--- config.mk ---
export PLATFORM = sky130hd
export DESIGN_NAME = feature_norm_packer
export DESIGN_NICKNAME = d
export VERILOG_FILES = /design/src/rtl/feature_norm_packer.sv
export SDC_FILE = /design/constraint.sdc
export NUM_CORES = 2
export LEC_CHECK = 0
export ABC_AREA = 1
export CAP_MARGIN = 20
export CORE_AREA = 2 2 311 313
export CTS_CLUSTER_SIZE = 10
export DETAILED_ROUTE_END_ITERATION = 8
export DIE_AREA = 0 0 313 315
export PLACE_DENSITY_LB_ADDON = 0.12
export SYNTH_ARGS = -nofsm -noshare
export SYNTH_HDL_FRONTEND = slang
export SYNTH_SLANG_ARGS = --single-unit
--- constraint.sdc ---
create_clock -name clk -period 9.6 [get_ports clk]
set_input_delay 1.44 -clock clk [delete_from_list [all_inputs] [get_ports clk]]
set_output_delay 1.44 -clock clk [all_outputs]
set_load 0.01 [all_outputs]
--- src/rtl/feature_norm_packer.sv ---
// ---------------------------------------------------------------------------
// feature_norm_packer
//
// Front end of the RBF-kernel SVM classifier. Takes a serial stream of raw
// signed fixed-point market features (one per handshake), normalises each one
// as (x - mean[i]) * inv_std[i] with saturation, and packs a complete frame of
// NUM_FEATURES lanes into a flat vector that is presented with a one-cycle
// valid pulse. Framing is enforced with in_last; a frame that ends early or
// runs past its last lane is discarded and a frame_error pulse is raised.
//
// Ports:
//   clk            clock
//   rst_n          asynchronous, active-low reset
//   in_valid       input sample valid
//   in_ready       block can accept a sample (registered, high after reset)
//   in_data        signed raw feature
//   in_last        marks the final feature of a frame
//   mean_flat      per-lane mean, lane i at [(i+1)*DATA_WIDTH-1 : i*DATA_WIDTH]
//   inv_std_flat   per-lane 1/std, same lane packing
//   out_valid      one-cycle pulse: features_flat holds a new complete frame
//   features_flat  normalised packed frame, held until the next good frame
//   frame_error    one-cycle pulse on a framing violation
//   frame_count    number of frames emitted, wraps at 16 bits
// ---------------------------------------------------------------------------
module feature_norm_packer #(
  parameter int DATA_WIDTH   = 16,
  parameter int FRAC_BITS    = 8,
  parameter int NUM_FEATURES = 16
) (
  input  logic                                 clk,
  input  logic                                 rst_n,
  input  logic                                 in_valid,
  output logic                                 in_ready,
  input  logic [DATA_WIDTH-1:0]                in_data,
  input  logic                                 in_last,
  input  logic [DATA_WIDTH*NUM_FEATURES-1:0]   mean_flat,
  input  logic [DATA_WIDTH*NUM_FEATURES-1:0]   inv_std_flat,
  output logic                                 out_valid,
  output logic [DATA_WIDTH*NUM_FEATURES-1:0]   features_flat,
  output logic                                 frame_error,
  output logic [15:0]                          frame_count
);

  localparam int IDX_W  = (NUM_FEATURES > 1) ? $clog2(NUM_FEATURES) : 1;
  localparam int FLAT_W = DATA_WIDTH * NUM_FEATURES;
  localparam int PROD_W = 2 * DATA_WIDTH + 1;
  localparam logic [IDX_W-1:0] LAST_IDX = IDX_W'(NUM_FEATURES - 1);

  // Saturation bounds expressed at product width so the compare is exact.
  localparam logic signed [PROD_W-1:0] MAX_V =
    {{(DATA_WIDTH+1){1'b0}}, 1'b0, {(DATA_WIDTH-1){1'b1}}};
  localparam logic signed [PROD_W-1:0] MIN_V =
    {{(DATA_WIDTH+1){1'b1}}, 1'b1, {(DATA_WIDTH-1){1'b0}}};

  typedef enum logic {
    COLLECT = 1'b0,
    DROP    = 1'b1
  } state_t;

  state_t                        state;
  logic [IDX_W-1:0]              idx;
  logic                          accept;

  logic signed [DATA_WIDTH-1:0]  mean_lane;
  logic signed [DATA_WIDTH-1:0]  inv_std_lane;

  // Stage-1 registers: the accepted sample plus the lane coefficients that
  // were current when it was accepted.
  logic                          s1_write;
  logic                          s1_emit;
  logic [IDX_W-1:0]              s1_idx;
  logic signed [DATA_WIDTH-1:0]  s1_data;
  logic signed [DATA_WIDTH-1:0]  s1_mean;
  logic signed [DATA_WIDTH-1:0]  s1_inv_std;

  logic signed [DATA_WIDTH:0]    diff;
  logic signed [PROD_W-1:0]      prod;
  logic signed [PROD_W-1:0]      scaled;
  logic signed [DATA_WIDTH-1:0]  sat;

  logic [FLAT_W-1:0]             assembly;
  logic [FLAT_W-1:0]             assembly_next;

  assign accept       = in_valid && in_ready;
  assign mean_lane    = mean_flat[idx*DATA_WIDTH +: DATA_WIDTH];
  assign inv_std_lane = inv_std_flat[idx*DATA_WIDTH +: DATA_WIDTH];

  // Framing state machine and acceptance stage. The frame decision is made
  // here at acceptance and travels with the sample into stage 1; the error
  // pulse is raised straight from that decision so it lands one cycle after
  // the offending sample.
  always_ff @(posedge clk or negedge rst_n) begin
    if (!rst_n) begin
      state       <= COLLECT;
      idx         <= '0;
      in_ready    <= 1'b0;
      frame_error <= 1'b0;
      s1_write    <= 1'b0;
      s1_emit     <= 1'b0;
      s1_idx      <= '0;
      s1_data     <= '0;
      s1_mean     <= '0;
      s1_inv_std  <= '0;
    end else begin
      in_ready    <= 1'b1;
      frame_error <= 1'b0;
      s1_write    <= 1'b0;
      s1_emit     <= 1'b0;
      if (accept) begin
        s1_idx     <= idx;
        s1_data    <= in_data;
        s1_mean    <= mean_lane;
        s1_inv_std <= inv_std_lane;
        case (state)
          COLLECT: begin
            if (idx == LAST_IDX) begin
              idx <= '0;
              if (in_last) begin
                s1_write <= 1'b1;
                s1_emit  <= 1'b1;
              end else begin
                frame_error <= 1'b1;
                state       <= DROP;
              end
            end else if (in_last) begin
              frame_error <= 1'b1;
              idx         <= '0;
            end else begin
              s1_write <= 1'b1;
              idx      <= idx + 1'b1;
            end
          end
          DROP: begin
            if (in_last) begin
              state <= COLLECT;
              idx   <= '0;
            end
          end
          default: begin
            state <= COLLECT;
            idx   <= '0;
          end
        endcase
      end
    end
  end

  // Normalisation datapath. Operands are sign-extended before the subtract
  // and multiply so neither can overflow; the shift is arithmetic, so the
  // result truncates toward minus infinity.
  always_comb begin
    diff   = (DATA_WIDTH+1)'(s1_data) - (DATA_WIDTH+1)'(s1_mean);
    prod   = PROD_W'(diff) * PROD_W'(s1_inv_std);
    scaled = prod >>> FRAC_BITS;
    if (scaled > MAX_V) begin
      sat = MAX_V[DATA_WIDTH-1:0];
    end else if (scaled < MIN_V) begin
      sat = MIN_V[DATA_WIDTH-1:0];
    end else begin
      sat = scaled[DATA_WIDTH-1:0];
    end
  end

  // Assembly image with the current stage-1 result already merged in. The
  // output copy uses this, so the final lane of a frame is captured on the
  // same edge it is written, and the next frame's first write lands one edge
  // later without disturbing the copy.
  always_comb begin
    assembly_next = assembly;
    assembly_next[s1_idx*DATA_WIDTH +: DATA_WIDTH] = sat;
  end

  // Assembly and output stage. features_flat only moves on a complete,
  // correctly framed frame; discarded frames leave it untouched.
  always_ff @(posedge clk or negedge rst_n) begin
    if (!rst_n) begin
      assembly      <= '0;
      features_flat <= '0;
      out_valid     <= 1'b0;
      frame_count   <= '0;
    end else begin
      out_valid <= s1_emit;
      if (s1_write) begin
        assembly <= assembly_next;
      end
      if (s1_emit) begin
        features_flat <= assembly_next;
        frame_count   <= frame_count + 16'd1;
      end
    end
  end

endmodule

==> out/metrics.csv <==
metric,value,unit
syn_to_final_growth,26.5,%
setup-tns-final,0,ns
crit_slowest_cell,fa_1,
die_area,98600,um2
grt_max_degree,154,
synth_fa_ha_area_share,15.9,%
maxCapViolCount,0,
r2r-start,s1_mean[5],
grt_pass1_wl,260000,um
pre_cts_ws,0.336,ns
min_path_type,reg2reg,
row_count,114,
antenna_left,0,
antenna_found_initial,28,
max_freq,0.112,GHz
fin_nets,7150,
ys_types,49,
synthFlopType,dfrtp_1,
min-delay-start,frame_count[15],
worstSetupEndpointType,flop,
dr.pass1.iters,5,
syn_area_per_cell,7.64,um2
path_class,reg2reg,
core,95700,um2
status,completed,
start_util,44.7,%
drv_slew,0,
cp_common_cell,nand2_1,
drt-total-wl,175000,um
drive_above_1_share,8.11,%
synth.area.mux_share,0.395,%
overflow,0,
regArea,14800,um2
synthCells,5592,
cts_tree,done,
worstSetupStartpoint,s1_mean[5],
io_buffer_count,806,
rsz0062_at_grt,no,
hpwl,133000,um
gp_congestion,0.971,
via_per_inst,5.45,
yosys.area_share.simple,29.5,%
cts_root_buf,clkbuf_16,
setup_viol,0,
fin_crit,8.96,ns
hold_violations,0,
synth_top_family_by_area,simple AND/OR/NAND/NOR gates,
period_share,93.3,%
fin_ws,0.641,ns
insertion_delay,0.65,ns
cts-htree-levels,3,
drcViolationCount,0,
synth_edf_count,0,
crit_arrival,9.52,ns
worstMarginPinSlew,1.26,ns
ys_async_sr_fraction,100,%
grt_pass1_vias,40000,
fp.dieH,315,um
multi_input_area,24300,um2
crit_path_max_incr_delay,0.56,ns
numCtsBuffers,72,
ioPinCount,807,
cp-start-kind,flop,
syn_nets,6503,
wire_per_inst,23.1,um
nFillCells,9065,
num_vias,41200,
synth_xor_xnor_area_share,0.919,%
dieWidth,313,um
track_usage,35.3,%
skew,0.0283,ns
cts_buffer_depth,3,
crit_required,10.16,ns
synth_compound_area_share,10.0,%
cts.clk_slew.worst_paths,0.06,ns
syn_area,42700,um2
crit_fanout,11,
ys_ff_latch,590,
yosysSeqAreaShare,34.5,%
yosys_warnings,0,
maxSlewHeadroom,15.6,%
detailedRoute.firstIterationViolations,3936,
cts.sinks,590,
layout by cell type, fill, tap and decap left out, drive strengths merged, types with 18 or more instances in the layout:
cell type / count
nand2: 1544
clkdlybuf4s50: 805
inv: 620
dfrtp: 590
nor2: 582
o21ai: 555
nand3: 501
fa: 276
o22ai: 153
or2: 131
ha: 103
clkbuf: 90
buf: 83
a21oi: 82
nand4: 33
xor2: 26
xnor2: 18
registers in the layout (all words and copies together), names as in the netlist:
register,count
assembly,256
features_flat,256
frame_count,16
frame_error,1
idx,4
in_ready,1
out_valid,1
s1_data,16
s1_emit,1
s1_idx,4
s1_inv_std,16
s1_mean,16
s1_write,1
state,1
synth_stat cells, types with 10 or more instances:
cell      instances  area, um2
inv_1           603       2260
a21oi_1          80        400
o21ai_1         135        676
nand2_4          16        180
nor2_2           12       75.1
buf_1            13       48.8
nand2_1        1462       5490
dfrtp_1         590      14800
xor2_1           26        228
nand2_2          56        350
nor3_1           14       70.1
nand2_8          10        200
nor2_1          568       2130
o22ai_1         153        957
or2_2           131        820
fa_1            276       5530
o21ai_0         417       2090
nand3_1         483       2420
nand4_4          24        510
inv_2            10       37.5
clkbuf_1        243        912
mux2_2           15        169
buf_2            47        235
xnor2_1          17        149
ha_1            103       1290
nand3_2          14        140
clkinv_1         15       56.3
cells by family (layout without fill, tap and decap cells):
logic type | count (synthesis) | after routing
adder cells (fa/ha/maj) | 379 | 379
AND/OR/NAND/NOR | 2814 | 2814
buffers and inverters | 944 | 1618
flip-flops | 590 | 590
multiplexers | 15 | 15
AO/OA/AOI/OAI | 805 | 805
other | 1 | 18
XOR/XNOR | 44 | 44
final timing paths:
path | endpoint | slack [ns] | cells after the start
max in group asynchronous | assembly[102] | 6.76 | 3
min in group asynchronous | assembly[134] | 0.74 | 1
max | features_flat[19] | 0.64 | 48
max reg2reg | features_flat[19] | 0.64 | 48
min | frame_count[15] | 0.46 | 1
min reg2reg | frame_count[15] | 0.46 | 1
stage by stage:
stage,hold WS [ns],util (%),instance area [um2],cells
3_5_place_dp,0.457,54.1,51800,7437
3_3_place_gp,0.453,54.1,51800,7437
6_report,0.463,56.5,54100,7559
5_1_grt,0.486,56.5,54000,7547
4_1_cts,0.473,56.4,54000,7538
2_1_floorplan,0.393,-,42700,5592
repair_timing:
| item | in CTS | in global routing |
|---|---|---|
| buffers inserted | 0 | 2 |
| endpoints found under the hold margin | 0 | 0 |
| hold buffers | 0 | 0 |
| gates resized for setup | 0 | 4 |
| setup endpoints to repair | 0 | 478 |
critical path, delay by kind of cell, from the launching register on:
kind                       cells  cell delay [ns]
buffers and inverters          8             0.79
and+or+nand+nor               26             2.90
DFF                            1             0.32
adders and majority gates      8             3.81
AOI/OAI and AO/OA              6             1.02
per-layer routing:
layer  track usage (%)  part of all wire (%)  vias up
met5                 0                 0.029        -
met4              15.1                   5.2        8
met3              7.39                   8.5      289
met2              53.4                    43     1691
met1              49.2                    43    20200
li1                  -                     -    19000
area by class of cell:
| class | instances | share of cell area [%] |
|---|---|---|
| antenna | 17 | 0.0787 |
| clock buffer | 90 | 3.61 |
| clock inverter | 11 | 0.356 |
| inverter | 629 | 4.42 |
| multi-input combinational | 4058 | 45.0 |
| sequential | 590 | 27.3 |
| tap | 1276 | 2.95 |
| timing repair buffer | 888 | 16.2 |
Power is left out: the tool's default activity adds up to more than one toggle a clock period on the data nets, which glitch-free logic cannot reach.
